--- src/rtl/ddr3_rx_dq_delay_trainer.sv ---
// Read-path DQ delay trainer for one DDR3 input IOD lane: sweeps the input delay
// line, finds the first passing window of the training pattern, centres the tap.
module ddr3_rx_dq_delay_trainer #(
  parameter int                DATA_W     = 8,
  parameter logic [DATA_W-1:0] PATTERN    = 8'hA5,
  parameter int                TAP_W      = 7,
  parameter int                MAX_TAPS   = 128,
  parameter int                SETTLE_CYC = 8,
  parameter int                SAMPLE_CNT = 16
) (
  input  logic              fab_clk,
  input  logic              arst_n,
  input  logic              train_start,
  input  logic [DATA_W-1:0] rx_data,
  input  logic              delay_line_out_of_range,
  output logic              delay_line_load,
  output logic              delay_line_move,
  output logic              delay_line_direction,
  output logic              train_busy,
  output logic              train_done,
  output logic              train_err,
  output logic [TAP_W-1:0]  tap_pos,
  output logic [TAP_W-1:0]  win_start,
  output logic [TAP_W-1:0]  win_end
);

  // state  | meaning
  // IDLE   | waiting for train_start
  // LOAD   | reload delay line to tap 0
  // SETTLE | wait after load/move
  // SAMPLE | compare SAMPLE_CNT words against PATTERN
  // EVAL   | update window, decide step/centre/error
  // STEP   | one increment move
  // CENTER | walk back to window centre, then settle
  // DONE   | trained, window valid
  // ERR    | no passing tap found
  typedef enum logic [3:0] {
    S_IDLE, S_LOAD, S_SETTLE, S_SAMPLE, S_EVAL, S_STEP, S_CENTER, S_DONE, S_ERR
  } state_t;

  typedef enum logic [1:0] {C_ENTRY, C_PULSE, C_GAP, C_WAIT} cphase_t;

  localparam int CNT_MAX = (SETTLE_CYC > SAMPLE_CNT) ? SETTLE_CYC : SAMPLE_CNT;
  localparam int CNT_W   = $clog2(CNT_MAX + 1);
  localparam logic [TAP_W-1:0] LAST_TAP   = TAP_W'(MAX_TAPS - 1);
  localparam logic [CNT_W-1:0] SETTLE_LD  = CNT_W'(SETTLE_CYC - 1);
  localparam logic [CNT_W-1:0] SAMPLE_LD  = CNT_W'(SAMPLE_CNT - 1);

  state_t           state, state_nx;
  cphase_t          cphase, cphase_nx;
  logic [CNT_W-1:0] cnt;
  logic             pass_acc;
  logic             found_start;
  logic             dir;
  logic             at_end;
  logic [TAP_W-1:0] target;

  // window sum carried at TAP_W+1 bits so the midpoint never wraps
  assign target = TAP_W'(({1'b0, win_start} + {1'b0, win_end}) >> 1);
  assign at_end = (tap_pos == LAST_TAP) || delay_line_out_of_range;

  always_ff @(posedge fab_clk or negedge arst_n) begin
    if (!arst_n) begin
      state  <= S_IDLE;
      cphase <= C_ENTRY;
    end else begin
      state  <= state_nx;
      cphase <= cphase_nx;
    end
  end

  always_comb begin
    state_nx        = state;
    cphase_nx       = cphase;
    delay_line_load = 1'b0;
    delay_line_move = 1'b0;
    case (state)
      S_IDLE, S_DONE, S_ERR: if (train_start) state_nx = S_LOAD;
      S_LOAD: begin
        delay_line_load = 1'b1;
        state_nx        = S_SETTLE;
      end
      S_SETTLE: if (cnt == '0) state_nx = S_SAMPLE;
      S_SAMPLE: if (cnt == '0) state_nx = S_EVAL;
      S_EVAL: begin
        cphase_nx = C_ENTRY;
        if (!pass_acc && found_start)  state_nx = S_CENTER;
        else if (at_end)               state_nx = (found_start || pass_acc) ? S_CENTER : S_ERR;
        else                           state_nx = S_STEP;
      end
      S_STEP: begin
        delay_line_move = 1'b1;
        state_nx        = S_SETTLE;
      end
      S_CENTER: begin
        case (cphase)
          C_ENTRY: cphase_nx = (tap_pos == target) ? C_WAIT : C_PULSE;
          C_PULSE: begin
            delay_line_move = 1'b1;
            cphase_nx       = C_GAP;
          end
          C_GAP:   cphase_nx = (tap_pos == target) ? C_WAIT : C_PULSE;
          default: if (cnt == '0) state_nx = S_DONE;
        endcase
      end
      default: state_nx = S_IDLE;
    endcase
  end

  always_ff @(posedge fab_clk or negedge arst_n) begin
    if (!arst_n) begin
      cnt         <= '0;
      pass_acc    <= 1'b0;
      found_start <= 1'b0;
      dir         <= 1'b0;
      tap_pos     <= '0;
      win_start   <= '0;
      win_end     <= '0;
    end else begin
      case (state)
        S_IDLE, S_DONE, S_ERR: begin
          if (train_start) begin
            win_start   <= '0;
            win_end     <= '0;
            found_start <= 1'b0;
          end
        end
        S_LOAD: begin
          tap_pos <= '0;
          dir     <= 1'b1;
          cnt     <= SETTLE_LD;
        end
        S_SETTLE: begin
          if (cnt == '0) begin
            cnt      <= SAMPLE_LD;
            pass_acc <= 1'b1;
          end else begin
            cnt <= cnt - CNT_W'(1);
          end
        end
        S_SAMPLE: begin
          pass_acc <= pass_acc & (rx_data == PATTERN);
          if (cnt != '0) cnt <= cnt - CNT_W'(1);
        end
        S_EVAL: begin
          if (pass_acc) begin
            if (!found_start) begin
              win_start   <= tap_pos;
              found_start <= 1'b1;
            end
            win_end <= tap_pos;
          end
          // flip direction a cycle ahead of the first decrement pulse
          if (state_nx == S_CENTER) dir <= 1'b0;
        end
        S_STEP: begin
          tap_pos <= tap_pos + TAP_W'(1);
          cnt     <= SETTLE_LD;
        end
        S_CENTER: begin
          case (cphase)
            C_ENTRY: cnt     <= SETTLE_LD;
            C_PULSE: tap_pos <= tap_pos - TAP_W'(1);
            C_GAP:   cnt     <= SETTLE_LD;
            default: if (cnt != '0) cnt <= cnt - CNT_W'(1);
          endcase
        end
        default: ;
      endcase
    end
  end

  assign delay_line_direction = dir;
  assign train_busy = !((state == S_IDLE) || (state == S_DONE) || (state == S_ERR));
  assign train_done = (state == S_DONE);
  assign train_err  = (state == S_ERR);

endmodule

--- config.mk ---
export PLATFORM = sky130hd
export DESIGN_NAME = ddr3_rx_dq_delay_trainer
export DESIGN_NICKNAME = d
export VERILOG_FILES = /design/src/rtl/ddr3_rx_dq_delay_trainer.sv
export SDC_FILE = /design/constraint.sdc
export NUM_CORES = 1
export LEC_CHECK = 0
export BUFFER_PORTS_ARGS = -buffer_cell sky130_fd_sc_hd__buf_2
export CAP_MARGIN = 20
export CORE_ASPECT_RATIO = 0.9
export CORE_UTILIZATION = 57
export CTS_CLUSTER_SIZE = 24
export DETAILED_ROUTE_END_ITERATION = 10
export MAX_ROUTING_LAYER = met4
export PLACE_DENSITY = 0.8
export SLEW_MARGIN = 0
export SYNTH_ARGS = -nofsm -noshare
export SYNTH_HDL_FRONTEND = slang
export SYNTH_SLANG_ARGS = --single-unit
export TNS_END_PERCENT = 1
--- constraint.sdc ---
create_clock -name fab_clk -period 2.95 [get_ports fab_clk]
set_clock_uncertainty 0.1 [all_clocks]
set_input_delay 0.1475 -clock fab_clk [delete_from_list [all_inputs] [get_ports fab_clk]]
set_output_delay 0.1475 -clock fab_clk [all_outputs]
set_load 0.05 [all_outputs]
==> flow_metrics.env <==
export IMPL_run_status="complete, but fails checks"
export IMPL_violated_checks="DRC"
export IMPL_worst_path_cell_chain="nand4bb_1 > inv_2 > fa_1 > a211oi_1 > nor2_1 > a31oi_1 > a21oi_1 > o21bai_1"
export IMPL_cts_buffers=5
export IMPL_tns_ns=0
export IMPL_post_synth_main_area_contributors="dfrtp_1 (36%), ha_1 (7.2%), a22o_1 (4.0%), a21oi_1 (3.9%), o21ai_0 (3.9%)"
export IMPL_synthFlopType="dfrtp_1"
export IMPL_gp_routability_congestion=0.850
export IMPL_clk_insertion_delay_late_ns=0.30
export IMPL_gr_total_overflow=0
export IMPL_cts_tree="done"
export IMPL_layout_cell_share_with_drive_strength_beyond_1_pct=19.7
export IMPL_timing_final_crit_share_pct=84.8
export IMPL_place_hpwl_um=4050
export IMPL_first_pass_grt_wire_length_um=9720
export IMPL_clock_sink_count=35
export IMPL_number_of_remaining_drc_errors=2
export IMPL_clockBufferDepth=2
export IMPL_critical_path_startpoint_category="flop"
export IMPL_drtPass1Iterations=8
export IMPL_slowest_delay_ns=0.64
export IMPL_worst_slew_margin_rel_pct=48.4
export IMPL_grt_total_usage_pct=29.3
export IMPL_die_height_um=63.8
export IMPL_cp_data_arrival_time_ns=2.59
export IMPL_cts_htree_levels=2
export IMPL_detailroute_via_count=2145
export IMPL_finalWorstPathRequiredPeriod_ns=2.50
export IMPL_worst_path_dominant_cell_family="compound AO/OA/AOI/OAI gates"
export IMPL_instance_count_of_the_mapped_netlist=260
export IMPL_async_flop_share_pct=100
export IMPL_finalSetupViolations=0
export IMPL_synth_net_count=288
export IMPL_critical_path_endpoint_type="flop"
export IMPL_fin_nets=327
export IMPL_synthesis_yosys_warnings=0
export IMPL_regToRegSetupSlack_ns=0.45
export IMPL_layout_setup_ws_ns=0.448
export IMPL_finish_instance_area_mm2=0.00276
export IMPL_synthDistinctLibCells=62
export IMPL_drv_max_cap_violation_count=0
export IMPL_share_of_synthesized_area_occupied_by_flip_flops_and_latches_pct=36.2
export IMPL_post_cts_setup_buffer_count=0
export IMPL_post_synth_top_area_fraction_pct=36.2
export IMPL_worstMarginPinSlew_ns=0.774
export IMPL_hold_viol_final=0
export IMPL_vdd_ir_drop_worst_mv=0.672
export IMPL_antenna_cells_inserted=0
export IMPL_timing_max_transition_violations_final=0
export IMPL_initial_standard_cell_utilization_of_the_core_pct=59.4
export IMPL_synth_edf_count=0
export IMPL_crit_fanout=17
export IMPL_area_growth_pct=14.0
export IMPL_routed_wire_length_per_instance_um=16.4
export IMPL_die_width_um=70.7
export IMPL_ys_top_cells_by_count="dfrtp_1 (35), a21oi_1 (19), o21ai_0 (19)"
export IMPL_crit_path_category="flop to flop"
export IMPL_floorplan_die_area_mm2=0.00451
export IMPL_grt_max_degree=36
export IMPL_fp_row_count=22
export IMPL_synth_seq_cells=35
export IMPL_detail_route_antenna_nets=0
export IMPL_worstPathBufferInverterCount=1
export IMPL_hp_class="primary input to flop"
export IMPL_crit_path_top_delay_cell="dfrtp_1"
export IMPL_fill_cells=341
export IMPL_synth_largest_area_cell="dfrtp_1"
export IMPL_power_density_mw_per_mm2=922
export IMPL_grt_setup_unrepaired="no"
export IMPL_first_global_vias=1967
export IMPL_power_leakage_nw=1.33
export IMPL_post_synth_cell_area_avg_um2=9.30
export IMPL_syn_cell_area_mm2=0.00242
export IMPL_clkSlewWorstSetupHoldPaths_ns=0.08
export IMPL_drt_vias_per_instance=6.16
export IMPL_wl_um=5720
export IMPL_cts_root_buf="clkbuf_8"
export IMPL_worst_ep_required_ns=3.04
export IMPL_num_io_pins=39
export IMPL_pre_cts_slack_ns=0.488
export IMPL_initialDrtViolationCount=150
export IMPL_core_region_area_mm2=0.00407
export IMPL_synth_most_common_cell="dfrtp_1"
export IMPL_numPortBuffers=38
export IMPL_place_area_mm2=0.00263
export IMPL_grt_antenna_before_repair=0
export IMPL_clock_fmax_mhz=400
[cells in the final DEF (no fill, tap or decap), drive strengths merged, types with 3 or more instances in the layout]
cell	synthesis	routed
buf	6	41
xnor2	9	9
o21bai	4	4
nor2	10	10
o21ai	22	22
nor3	9	9
clkbuf	4	6
a31oi	5	5
nor2b	5	5
xor2	4	4
a22o	11	11
inv	19	19
and3	4	4
or2	3	3
a21o	3	3
a211oi	4	4
o211ai	3	3
a21oi	19	19
ha	14	14
nand2	14	14
nand3	8	8
dfrtp	35	35
[what timing repair did]
action	CTS	global route
hold buffers	1	0
resized for setup	0	0
endpoints found under the hold margin	35	0
[cells by family (layout without fill, tap and decap cells)]
kind of cell | after synthesis | in the layout | share of synthesized area, %
compound gates | 90 | 90 | 25.4
buf+inv | 30 | 70 | 5.64
fa+ha+maj | 16 | 16 | 8.90
simple gates | 74 | 74 | 18.2
flops | 35 | 35 | 36.2
xor+xnor | 13 | 13 | 4.71
mux | 2 | 2 | 0.931
[worst min-delay path, stage by stage]
cell	delay, ns
buf_2	0.07
nor4bb_1	0.04
nand2_1	0.05
nand2_1	0.05
nand2_1	0.05
o21ai_0	0.07
[through the flow]
stage          util [%]  hold slack, ns  power, W  instances
2_1_floorplan         -          -0.248   0.00180        260
5_1_grt            67.7           0.181   0.00272        348
3_5_place_dp       64.6           0.170   0.00206        339
4_1_cts            67.7           0.127   0.00253        348
6_report           67.7           0.125   0.00254        348
3_3_place_gp       64.6           0.168   0.00203        339
[state kept, by name, summed over array words and instances, names as in the netlist]
signal,flops
tap_pos,7
win_end,7
win_start,7
cnt,5
state,4
cphase,2
delay_line_direction,1
found_start,1
pass_acc,1
[final cells by class]
type / count / area [um^2] / share of cell area (%)
multi-input cells: 195 / 1410 / 51.0
flip-flops and latches: 35 / 876 / 31.8
repair buffers: 42 / 223 / 8.08
clock buffers: 6 / 82.6 / 2.99
inverters: 20 / 75.1 / 2.72
well taps: 48 / 60.1 / 2.18
clock inverters: 2 / 35.0 / 1.27
[final timing paths]
kind / start / end / cells after the start
worst max register to register: state[3]$_DFF_PN0_ / tap_pos[6]$_DFFE_PN0P_ / 8
worst min register to register: delay_line_direction$_DFFE_PN0P_ / delay_line_direction$_DFFE_PN0P_ / 1
worst max-delay path: state[3]$_DFF_PN0_ / tap_pos[6]$_DFFE_PN0P_ / 8
worst min-delay path: rx_data[3] / pass_acc$_DFFE_PN0P_ / 6
min in group asynchronous: arst_n / win_start[4]$_DFFE_PN0P_ / 2
max in group asynchronous: arst_n / win_end[6]$_DFFE_PN0P_ / 2
[metal layers]
metal | vias up | global-route usage (%) | share of wire, %
met5 | - | - | 0
met4 | 0 | 10.3 | 1.7
met3 | 9 | 6.15 | 6.5
met2 | 72 | 42.1 | 44
met1 | 1030 | 41.3 | 48
li1 | 1034 | - | -
[power by group]
part / switching, W / internal (W) / total (W)
sequential: 0.000232 / 0.000598 / 0.000830
combinational: 0.000767 / 0.000485 / 0.00125
clock: 0.000189 / 0.000274 / 0.000462
total: 0.00119 / 0.00136 / 0.00254
Power figures use the tool's default switching activity.
